`src/rtl/circuit2_pkg.sv`:
```
// circuit2_pkg: shared types and constants for the circuit2 BIST controller.
//   state_e         controller FSM states
//   VEC_W           width of the {A,B,C} vector index
//   ERR_W           width of the mismatch counter (holds 0..8)
//   CNT_W           width of the settle down-counter
//   CIRCUIT2_TRUTH  golden truth table of D = A | (B & C), bit i <-> {A,B,C} == i
package circuit2_pkg;

  localparam int unsigned VEC_W = 3;
  localparam int unsigned ERR_W = 4;
  localparam int unsigned CNT_W = 4;

  localparam logic [7:0] CIRCUIT2_TRUTH = 8'hF8;

  typedef enum logic [1:0] {
    StIdle,
    StApply,
    StSample,
    StDone
  } state_e;

endpackage

```
`src/rtl/circuit2_settle_timer.sv`:
```
// circuit2_settle_timer: 4-bit loadable down-counter that times the settle window
// of each test vector.
//   clk_i    clock, rising edge
//   rst_i    synchronous active-high reset
//   load_i   load value_i into the counter (wins over dec_i)
//   value_i  load value
//   dec_i    decrement by one; holds at zero
//   zero_o   counter currently reads zero
module circuit2_settle_timer
  import circuit2_pkg::*;
(
  input  logic             clk_i,
  input  logic             rst_i,
  input  logic             load_i,
  input  logic [CNT_W-1:0] value_i,
  input  logic             dec_i,
  output logic             zero_o
);

  logic [CNT_W-1:0] cnt_d, cnt_q;

  always_comb begin
    cnt_d = cnt_q;
    if (load_i) begin
      cnt_d = value_i;
    end else if (dec_i && (cnt_q != '0)) begin
      cnt_d = cnt_q - 1'b1;
    end
  end

  always_ff @(posedge clk_i) begin
    if (rst_i) begin
      cnt_q <= '0;
    end else begin
      cnt_q <= cnt_d;
    end
  end

  assign zero_o = (cnt_q == '0);

endmodule

```
`src/rtl/circuit2_bist_ctrl.sv`:
```
// circuit2_bist_ctrl: self-test sequencer for the external datapath D = A | (B & C).
// On start it steps {A,B,C} through 0..7, holds each vector SETTLE+1 cycles, samples D
// at the end of each window and compares it against EXPECTED.
//   clk, rst         clock (rising edge), synchronous active-high reset
//   start            launch a sweep; only accepted while idle
//   A, B, C          datapath stimulus (000 outside a sweep)
//   D                datapath response
//   busy             sweep in progress
//   done             one-cycle pulse at the end of a sweep
//   pass             last sweep had zero mismatches
//   err_count        mismatches in the last sweep
//   fail_valid       at least one mismatch recorded
//   first_fail       {A,B,C} of the first mismatch
module circuit2_bist_ctrl
  import circuit2_pkg::*;
#(
  parameter int unsigned SETTLE   = 1,
  parameter logic [7:0]  EXPECTED = CIRCUIT2_TRUTH
) (
  input  logic             clk,
  input  logic             rst,
  input  logic             start,
  output logic             A,
  output logic             B,
  output logic             C,
  input  logic             D,
  output logic             busy,
  output logic             done,
  output logic             pass,
  output logic [ERR_W-1:0] err_count,
  output logic             fail_valid,
  output logic [VEC_W-1:0] first_fail
);

  localparam bit               HasSettle  = (SETTLE != 0);
  // Counter reads SETTLE-1 on the first APPLY cycle, so APPLY lasts SETTLE cycles.
  localparam logic [CNT_W-1:0] SettleLoad = HasSettle ? CNT_W'(SETTLE - 1) : '0;
  localparam logic [ERR_W-1:0] ErrMax     = ERR_W'(8);

  state_e           state_d, state_q;
  logic [VEC_W-1:0] vec_d, vec_q;
  logic [ERR_W-1:0] err_d, err_q;
  logic             fv_d, fv_q;
  logic [VEC_W-1:0] ff_d, ff_q;
  logic             pass_d, pass_q;
  logic             busy_d, busy_q;
  logic             done_d, done_q;
  logic             tmr_load, tmr_dec, tmr_zero;
  logic [VEC_W-1:0] abc;

  circuit2_settle_timer u_timer (
    .clk_i   (clk),
    .rst_i   (rst),
    .load_i  (tmr_load),
    .value_i (SettleLoad),
    .dec_i   (tmr_dec),
    .zero_o  (tmr_zero)
  );

  always_comb begin
    state_d  = state_q;
    vec_d    = vec_q;
    err_d    = err_q;
    fv_d     = fv_q;
    ff_d     = ff_q;
    pass_d   = pass_q;
    tmr_load = 1'b0;
    tmr_dec  = 1'b0;
    unique case (state_q)
      StIdle: begin
        if (start) begin
          vec_d    = '0;
          err_d    = '0;
          fv_d     = 1'b0;
          ff_d     = '0;
          pass_d   = 1'b0;
          tmr_load = 1'b1;
          state_d  = HasSettle ? StApply : StSample;
        end
      end
      StApply: begin
        if (tmr_zero) begin
          state_d = StSample;
        end else begin
          tmr_dec = 1'b1;
        end
      end
      StSample: begin
        if (D != EXPECTED[vec_q]) begin
          if (err_q != ErrMax) begin
            err_d = err_q + 1'b1;
          end
          if (!fv_q) begin
            fv_d = 1'b1;
            ff_d = vec_q;
          end
        end
        if (vec_q == VEC_W'(7)) begin
          state_d = StDone;
          // Uses err_d so the final vector's result is included.
          pass_d  = (err_d == '0);
        end else begin
          vec_d    = vec_q + 1'b1;
          tmr_load = 1'b1;
          state_d  = HasSettle ? StApply : StSample;
        end
      end
      StDone: begin
        state_d = StIdle;
      end
      default: begin
        state_d = StIdle;
      end
    endcase
    busy_d = (state_d == StApply) || (state_d == StSample);
    done_d = (state_d == StDone);
  end

  always_ff @(posedge clk) begin
    if (rst) begin
      state_q <= StIdle;
      vec_q   <= '0;
      err_q   <= '0;
      fv_q    <= 1'b0;
      ff_q    <= '0;
      pass_q  <= 1'b0;
      busy_q  <= 1'b0;
      done_q  <= 1'b0;
    end else begin
      state_q <= state_d;
      vec_q   <= vec_d;
      err_q   <= err_d;
      fv_q    <= fv_d;
      ff_q    <= ff_d;
      pass_q  <= pass_d;
      busy_q  <= busy_d;
      done_q  <= done_d;
    end
  end

  always_comb begin
    abc = '0;
    if ((state_q == StApply) || (state_q == StSample)) begin
      abc = vec_q;
    end
  end

  assign {A, B, C}  = abc;
  assign busy       = busy_q;
  assign done       = done_q;
  assign pass       = pass_q;
  assign err_count  = err_q;
  assign fail_valid = fv_q;
  assign first_fail = ff_q;

endmodule

```
`config.mk`:
```
export PLATFORM = sky130hd
export DESIGN_NAME = circuit2_bist_ctrl
export DESIGN_NICKNAME = d
export VERILOG_FILES = /design/src/rtl/circuit2_pkg.sv /design/src/rtl/circuit2_settle_timer.sv /design/src/rtl/circuit2_bist_ctrl.sv
export SDC_FILE = /design/constraint.sdc
export NUM_CORES = 1
export LEC_CHECK = 0
export CAP_MARGIN = 20
export CORE_ASPECT_RATIO = 1.5
export CORE_MARGIN = 2
export CORE_UTILIZATION = 42
export CTS_CLUSTER_DIAMETER = 150
export DETAILED_ROUTE_END_ITERATION = 6
export MAX_ROUTING_LAYER = met4
export PLACE_DENSITY_LB_ADDON = 0.05
export SLEW_MARGIN = 10
export SYNTH_ARGS = -nofsm -noshare
export SYNTH_HDL_FRONTEND = slang
export SYNTH_HIERARCHICAL = 1
export SYNTH_SLANG_ARGS = --single-unit
```
`constraint.sdc`:
```
create_clock -name clk -period 4.6 [get_ports clk]
set_input_delay 0.92 -clock clk [delete_from_list [all_inputs] [get_ports clk]]
set_output_delay 0.92 -clock clk [all_outputs]
set_load 0.01 [all_outputs]
```
# Yosys cells after proc, flatten, opt, wreduce, memory -nomap -nowiden
# Memories as Yosys holds them, arrays and structs flattened. A register that Yosys moved wholly into a read port is not among the register bits.
# Index checks and enable logic that the tools add are counted.
# op_classes
n_mux	29
n_reduce_logical	14
order_cmp	1
add_sub_neg	3
n_eq_ne	14
# op_table
cell	n
2-to-1 mux 3 bit	7
2-to-1 mux 4 bit	4
one-hot mux 3 bit (2 select lines)	2
!= test 2 bit (second input constant)	5
AND reduction 3 bit	3
equality test 2 bit (second input constant)	4
logical NOT 4 bit	2
2-to-1 mux 1 bit	8
one-hot mux 2 bit (4 select lines)	1
one-hot mux 4 bit (2 select lines)	1
2-to-1 mux 2 bit	3
one-hot mux 1 bit (2 select lines)	3
adder 4 x 1 -> 4 bit (second input constant)	1
equality test 2 x 1 -> 1 bit (second input constant)	2
< comparator 3 x 4 -> 1 bit (second input constant)	1
!= test 4 bit (second input constant)	1
AND reduction 4 bit	1
nonzero test 4 bit	1
subtractor 4 x 1 -> 4 bit (second input constant)	1
adder 3 x 1 -> 3 bit (second input constant)	1
equality test 3 bit (second input constant)	1
logical NOT 2 bit	1
logical OR 1 bit	2
AND reduction 2 bit	1
other kinds (4)	4
# totals
memories	1
out_inout_bits	14
word_cells	71
romBits	8
inputBits	4
register_bits	20
# mem_list
memory	words	word_bits	rd	rd_clocked_by_memory_dff	write_ports	line_no	text
(name not given)	8	1	1	1	0	circuit2_bist_ctrl.sv:89	if (D != EXPECTED[vec_q]) begin

# Longest topological paths before layout
# Gate-level depths: netlist of the first run.
# logic_depth
ltp_word	8
ltp_mapped	9
ltp_nobuf	9

# By module
# The synthesis of the first run kept the hierarchy.
# by_module_without_submodules
mod	n_inst	cells_each	seq_area_each_um2	area_per_inst_um2
circuit2_bist_ctrl	1	121	340.3	1032.2
circuit2_settle_timer	1	29	80.1	262.8

# Worst setup path before layout of the first run
# Ideal clock, no wire load.
# synth_path
kind	register to register
from	register u_timer.cnt_q[1]
to	register busy_q, in the netlist busy
arrival_time_ns	1.946
period_less_slack_ns	2.060
path_buffers	0
path_stages_with_launch	10
setup_slack_ns	2.540
setup_time_ns	0.114
required_time_ns	4.486
cell_sequence	dfxtp_1 > inv_1 > ha_1 > or3b_4 > inv_1 > nor2b_1 > a211oi_1 > a21oi_1 > ha_1 > nor2b_1
# synth_via
elab_chain_cells	5
word_cells_on_any_way	6
classes_between	eq/ne: 2; mux: 2; reduce/logical: 2
# synth_lines
element	line_no	text
from (decl)	circuit2_settle_timer.sv:20	logic [CNT_W-1:0] cnt_d, cnt_q;
from (signal assigned)	circuit2_settle_timer.sv:35	cnt_q <= cnt_d;
logical NOT 4 bit (*)	circuit2_settle_timer.sv:39	assign zero_o = (cnt_q == '0);
via tmr_zero	circuit2_bist_ctrl.sv:48	logic tmr_load, tmr_dec, tmr_zero;
2-to-1 mux 2 bit (*)	circuit2_bist_ctrl.sv:82	if (tmr_zero) begin
one-hot mux 2 bit (4 select lines) (*)	circuit2_bist_ctrl.sv:69	unique case (state_q)
via state_d[0]	circuit2_bist_ctrl.sv:40	state_e state_d, state_q;
equality test 2 x 1 -> 1 bit / equality test 2 bit (equally long branches)	circuit2_bist_ctrl.sv:115	busy_d = (state_d == StApply) || (state_d == StSample);
logical OR 1 bit (*)	circuit2_bist_ctrl.sv:115	
via busy_d	circuit2_bist_ctrl.sv:46	logic busy_d, busy_q;
to (signal assigned)	circuit2_bist_ctrl.sv:136	busy_q <= busy_d;
to (decl)	circuit2_bist_ctrl.sv:46	
# Mark *: on every way through the listed nets, which the timed path passes. The rest lies on a longest branch.
# A chain may end at the register's enable or synchronous reset.

# Final worst setup path of the first run
# layout_path
from	register state_q[0]
to	output B
# layout_via
elab_chain_cells	3
word_cells_on_any_way	4
classes_between	eq/ne: 2; mux: 1; reduce/logical: 1
# layout_lines
element	line_no	text
from (decl)	circuit2_bist_ctrl.sv:40	
from (signal assigned)	circuit2_bist_ctrl.sv:121	state_q <= StIdle;
from (signal assigned)	circuit2_bist_ctrl.sv:130	state_q <= state_d;
equality test 2 x 1 -> 1 bit / equality test 2 bit (equally long branches)	circuit2_bist_ctrl.sv:143	if ((state_q == StApply) || (state_q == StSample)) begin
logical OR 1 bit (*)	circuit2_bist_ctrl.sv:143	
2-to-1 mux 3 bit (*)	circuit2_bist_ctrl.sv:143	
to (decl)	circuit2_bist_ctrl.sv:24	output logic B,
# Mark *: on every way between the ends. The rest lies on a longest branch, timed or not.

==> metrics.md, run 1 <==
| Metric | Value |
|---|---|
| DRC Markers | `0` |
| Non-filler cells, final | `208` |
| Vias | `1116` |
| Htree depth | `1` |
| Post-synth cell types | `46` |
| Met1 Track Usage GR | `18.7%` |
| Register area share after synthesis | `32.5%` |
| Placed cells | `204` |
| Slew @ Worst Pin | `0.850 ns` |
| Power density cells | `418 nW/um^2` |
| Final Cycle Share | `57.3%` |
| Part of the power in registers | `36.4%` |
| Initial antenna violation count | `0` |
| Cell Area, Synth | `1290 sq um` |
| Clock Power Share | `19.0%` |
| Post-Synth Simple-Gate Area | `23.7%` |
| Worst skew pair latency | `0.26 ns` |
| Rows | `24` |
| Number of flops mapped to enable cells by yosys | `0` |
| Largest family of logic cells by synthesized area | `compound AO/OA/AOI/OAI gates` |
| Drt total wl | `2820 um` |
| Delay of the slowest cell on the worst path | `0.53 ns` |
| Max_cap viols | `0` |
| Post-route minimum period | `2.64 ns` |
| Crit path cell chain | `inv_1 -> ha_1 -> and2_1 -> clkdlybuf4s50_1` |
| CTS max path bufs | `2` |
| Internal power | `0.000393 W` |
| Warnings from Yosys | `6` |
| Proportion of layout cells with a drive suffix above 1 | `7.10%` |
| Critical-path maximum fanout | `4` |
| Max Slew Vio Count | `0` |
| Final ANT Viol Nets | `0` |
| Mux cell area share after synthesis | `2.32%` |
| Height of the chip | `72.0 um` |
| Clock Sinks | `21` |
| Psw | `0.000251 W` |
| Grt total ovfl | `0` |
| Status | `completed` |
| Die Area | `3550 sq um` |
| Number of global-route vias before repair | `1208` |
| DR WL/cell | `13.5 um` |
| Flop2flop setup slack | `2.14 ns` |
| Synth Area in XOR/XNOR | `0.676%` |
| Critical path endpoint category | `output port` |
| CTS Hold Bufs | `0` |
| Met2 usage | `37.4%` |
| Asr flop ratio synth | `0%` |
| Initial DRT Pass Iterations | `4` |
| Starting density of the core | `44.5%` |
| GPL Wtd Cong | `0.850` |
| Gr busiest metal | `met2` |
| Cts bufs inserted | `3` |
| Setup TNS | `0 ns` |
| Post-CTS resize count | `0` |
| Critical Path Start Type | `flop` |
| Crit path max-delay cell type | `clkdlybuf4s50_1` |
| Vias per cell | `5.37` |
| First-pass GRT wire length | `5180 um` |
| Gr usage total | `19.0%` |
| Commonest register cell after synthesis | `dfxtp_1` |
| Max VDD drop | `0.000331 V` |
| Adder-cell share of the synthesized area | `9.66%` |
| Max transition margin | `42.9%` |
| CTS tree | `built` |
| Crit path kind | `reg -> out` |
| Met3 Resource Use GR | `1.85%` |
| I/O pin cnt | `18` |
| Highest clock rate | `0.379 GHz` |
| Hold WS | `0.476 ns` |
| Area Growth Syn to Fin | `19.1%` |
| DP Area | `1500 sq um` |
| Die width | `49.3 um` |
| Switch share | `39.0%` |
| RSZ-0062 raised after global routing | `false` |
| Nets@finish | `184` |
| Comb power frac | `44.6%` |
| I/O Buffers | `17` |
| Syn Area/Cell | `8.63 sq um` |
| Fin Clk Skew | `0.00207 ns` |
| Clock-pin slew on the worst setup and hold paths | `0.08 ns` |
| Endpoints failing hold | `0` |
| Post-CTS setup buffers | `0` |
| Core ar. | `2910 sq um` |
| Final HPWL DP | `2240 um` |
| Synth Area in Compound Gates | `25.2%` |
| Synthesized instance count | `150` |
| Setup-failing EPs final | `0` |
| CTS root buffer | `clkbuf_8` |
| Worst min-delay path class | `reg -> reg` |
| Final Instance Area | `1540 sq um` |
| WP data required | `3.68 ns` |
| Leakage power | `0.582 nW` |
| Seq cells post-synth | `21` |
| Crit path DAT | `1.72 ns` |
| DRT iter0 DRCs | `28` |
| Antenna Cells | `0` |
| Pin count of the biggest net entering global routing | `21` |
-- through the flow --
stage / total power, W / utilization, % / worst slack (ns)
2_1_floorplan: 0.000453 / - / 2.54
4_1_cts: 0.000651 / 53.0 / 1.94
3_5_place_dp: 0.000526 / 51.4 / 1.85
6_report: 0.000644 / 53.0 / 1.96
5_1_grt: 0.000701 / 53.0 / 1.84
3_3_place_gp: 0.000517 / 51.4 / 1.88
-- sequential cells by signal, indices dropped and copies added, names as in the netlist, named ones only --
register       cells
busy               1
done               1
err_count          4
fail_valid         1
first_fail         3
pass               1
state_q            2
u_timer/cnt_q      4
vec_q              3
-- path summary, 6_finish.rpt --
| check | start | endpoint | depth (start not counted) |
|---|---|---|---|
| max | state_q[0] | B | 4 |
| min | first_fail[0] | first_fail[0] | 2 |
| max reg2reg | u_timer/cnt_q[1] | busy | 9 |
| min reg2reg | first_fail[0] | first_fail[0] | 2 |
-- placed cells by master (no fill, tap or decap), types with 2 or more instances in the layout --
cell,instances
a211oi_1,2
a21boi_0,2
a21o_1,2
a21oi_1,9
a311oi_1,2
and2_1,7
clkbuf_8,3
clkdlybuf4s50_1,17
conb_1,4
dfxtp_1,21
ha_1,10
inv_1,12
mux2i_1,3
nand2_1,10
nand2b_1,2
nand3_1,3
nand3b_1,2
nand4_1,3
nor2_1,11
nor2b_1,3
nor3_1,4
o21a_1,3
o21ai_0,8
o221a_2,2
o31ai_1,2
or2_0,2
-- synthesized netlist by cell type, types with 3 or more instances --
library cell  instances  area [sq um]
nor2b_1               3          18.8
o21ai_0               8          40.0
a21oi_1               9          45.0
o21a_1                3          22.5
nand4_1               3          18.8
ha_1                 10           125
nand3_1               3          15.0
inv_1                12          45.0
mux2i_1               3          30.0
nor3_1                4          20.0
nor2_1               11          41.3
and2_1                7          43.8
dfxtp_1              21           420
nand2_1              10          37.5
-- logic make-up (layout without fill, tap and decap cells) --
kind of cell	Yosys count	in the layout
adders and majority gates	10	10
other	1	4
DFF	21	21
muxes	3	3
buffers and inverters	17	33
xor gates and xnor gates	1	1
AOI/OAI and AO/OA	43	43
and+or+nand+nor	54	54
-- routing by layer --
layer  wire [um]  part of all wire (%)
met4          72                   2.6
met3          50                   1.8
met1        1080                    38
met2        1610                    57
met5           0                     0
-- power by group through the flow --
stage	Combinational (W)	Sequential, W	Clock, W
after global routing	0.000326	0.000238	0.000136
after detailed placement	0.000287	0.000240	0
after global placement	0.000279	0.000238	0
after CTS	0.000290	0.000235	0.000126
final	0.000287	0.000235	0.000122
after floorplan	0.000217	0.000237	0
-- critical path: cells and delay by family (launching register included) --
| kind | cells | cell delay, ns |
|---|---|---|
| buf+inv | 2 | 0.63 |
| simple gates | 1 | 0.14 |
| fa+ha+maj | 1 | 0.31 |
| flops | 1 | 0.38 |
-- layout make-up --
cell class                      count  area, sq um
Clock inverter                      1         5.00
Multi-Input combinational cell    115          812
Sequential cell                    21          420
Fill cell                         296         1370
Inverter                           12         45.0
Tap cell                           39         48.8
Clock buffer                        3         41.3
Timing Repair Buffer               17          170
(Power assumes the default switching activity.)
==> run 2: changes to the inputs <==
==> constraint.sdc (replaced) <==
create_clock -name clk -period 2.7 [get_ports clk]
set_input_delay 0.54 -clock clk [delete_from_list [all_inputs] [get_ports clk]]
set_output_delay 0.54 -clock clk [all_outputs]
set_load 0.01 [all_outputs]
==> metrics.md, run 2 (synthesized netlist as in run 1, its figures left out) <==
| Metric | Value |
|---|---|
| Final Instance Area | `1570 sq um (was 1540 sq um)` |
| Vias | `1134 (was 1116)` |
| Layout filler cell count | `289 (was 296)` |
| Post-CTS setup buffers | `0 (unchanged)` |
| RSZ-0062 raised after global routing | `false (unchanged)` |
| Highest clock rate | `0.441 GHz` |
| Pin count of the biggest net entering global routing | `19 (was 21)` |
| Post-route minimum period | `2.27 ns` |
| Setup TNS | `0 ns (unchanged)` |
| Clock Sinks | `21 (unchanged)` |
| CTS tree | `built (unchanged)` |
| Placed cells | `208 (was 204)` |
| Die Area | `3550 sq um (unchanged)` |
| Grt total ovfl | `0 (unchanged)` |
| Part of the power in registers | `36.0% (was 36.4%)` |
| Leakage power | `0.599 nW (was 0.582 nW)` |
| Max VDD drop | `0.000473 V (was 0.000331 V)` |
| Setup-failing EPs final | `0 (unchanged)` |
| Starting density of the core | `44.5% (unchanged)` |
| HP Start | `first_fail[0] (unchanged)` |
| Non-filler cells, final | `212 (was 208)` |
| Fin Clk Skew | `0.00498 ns (was 0.00207 ns)` |
| Htree depth | `1 (unchanged)` |
| Initial antenna violation count | `0 (unchanged)` |
| Final ANT Viol Nets | `0 (unchanged)` |
| I/O pin cnt | `18 (unchanged)` |
| Max transition margin | `43.3% (was 42.9%)` |
| Height of the chip | `72.0 um (unchanged)` |
| Final HPWL DP | `2190 um (was 2240 um)` |
| Hold WS | `0.476 ns (about the same)` |
| Clock Power Share | `18.5% (was 19.0%)` |
| Most frequent cells in the layout | `dfxtp_1 (21), clkdlybuf4s50_1 (17), inv_1 (12) (unchanged)` |
| Status | `completed (unchanged)` |
| Initial DRT Pass Iterations | `4 (unchanged)` |
| CTS root buffer | `clkbuf_8 (unchanged)` |
| Comb power frac | `45.5% (was 44.6%)` |
| DR WL/cell | `13.2 um (was 13.5 um)` |
| Power density cells | `702 nW/um^2 (was 418 nW/um^2)` |
| Proportion of layout cells with a drive suffix above 1 | `8.67% (was 7.10%)` |
| Critical-path maximum fanout | `4 (unchanged)` |
| WP data required | `2.16 ns (was 3.68 ns)` |
| Drt total wl | `2800 um (was 2820 um)` |
| DRC Markers | `0 (unchanged)` |
| Vias per cell | `5.35 (was 5.37)` |
| Antenna Cells | `0 (unchanged)` |
| Clock-pin slew on the worst setup and hold paths | `0.08 ns (about the same)` |
| Slew @ Worst Pin | `0.844 ns (was 0.850 ns)` |
| Commonest non-fill, non-tap cell in the layout | `dfxtp_1 (unchanged)` |
| Nets@finish | `188 (was 184)` |
| Worst skew pair latency | `0.26 ns (about the same)` |
| Gr usage total | `17.9% (was 19.0%)` |
| Rows | `24 (unchanged)` |
| CP startpoint | `state_q[0] (unchanged)` |
| Area Growth Syn to Fin | `21.4% (was 19.1%)` |
| Number of global-route vias before repair | `1101 (was 1208)` |
| Psw | `0.000416 W (was 0.000251 W)` |
| Max_cap viols | `0 (unchanged)` |
| Core ar. | `2910 sq um (unchanged)` |
| Final Cycle Share | `84.0%` |
| Post-CTS resize count | `0 (unchanged)` |
| Internal power | `0.000687 W (was 0.000393 W)` |
| Endpoints failing hold | `0 (unchanged)` |
| CTS Hold Bufs | `0 (unchanged)` |
| Switch share | `37.7% (was 39.0%)` |
| Worst R2R Start | `u_timer/cnt_q[1] (unchanged)` |
| Crit path kind | `reg -> out (unchanged)` |
| Worst min-delay path class | `reg -> reg (unchanged)` |
| Max Slew Vio Count | `0 (unchanged)` |
| Crit path DAT | `1.73 ns (was 1.72 ns)` |
| CTS max path bufs | `2 (unchanged)` |
| Critical Path Start Type | `flop (unchanged)` |
| Fin util | `54.0% (was 53.0%)` |
| I/O Buffers | `17 (unchanged)` |
| Flop2flop setup slack | `0.57 ns (was 2.14 ns)` |
| GPL Wtd Cong | `0.762 (was 0.850)` |
| Critical path endpoint category | `output port (unchanged)` |
| First-pass GRT wire length | `4920 um (was 5180 um)` |
| Die width | `49.3 um (unchanged)` |
| DRT iter0 DRCs | `28 (unchanged)` |
| Cts bufs inserted | `3 (unchanged)` |
| DP Area | `1530 sq um (was 1500 sq um)` |
run 2: final timing paths:
path,endpoint,cells after the start
setup / recovery,C,4
setup reg to reg,busy,9
hold reg to reg,first_fail[0],2
hold / removal,first_fail[0],2
run 2: layer usage:
layer,wire (um),GRT usage [%]
met1,1140,20.1
met2,1540,32.4
met3,89,1.85
met4,33,6.35
met5,0,-
run 2: layout make-up:
| cell class | instances | area, sq um | area share [%] |
|---|---|---|---|
| Multi-Input combinational cell | 115 | 812 | 51.7 |
| Sequential cell | 21 | 420 | 26.8 |
| Timing Repair Buffer | 21 | 200 | 12.7 |
| Tap cell | 39 | 48.8 | 3.11 |
| Clock buffer | 4 | 45.0 | 2.87 |
| Inverter | 12 | 45.0 | 2.87 |
run 2: through the flow:
stage / setup slack [ns] / power [W]
floorplan: 0.640 / 0.000773
global placement: 0.411 / 0.000898
detailed placement: 0.363 / 0.000906
CTS: 0.426 / 0.00112
global route: 0.328 / 0.00120
finish: 0.433 / 0.00110
run 2: critical path, cell delays in order, from the launching register on:
cell and delay, ns:
dfxtp_1 0.39, inv_1 0.10, ha_1 0.31, and2_1 0.14, clkdlybuf4s50_1 0.53
run 2: power groups by stage:
| stage | clock (W) | sequential, W | combinational, W |
|---|---|---|---|
| global placement | 0 | 0.000404 | 0.000494 |
| detailed placement | 0 | 0.000405 | 0.000501 |
| CTS | 0.000219 | 0.000398 | 0.000506 |
| floorplan | 0 | 0.000403 | 0.000369 |
| finish | 0.000204 | 0.000397 | 0.000502 |
| global route | 0.000232 | 0.000405 | 0.000567 |
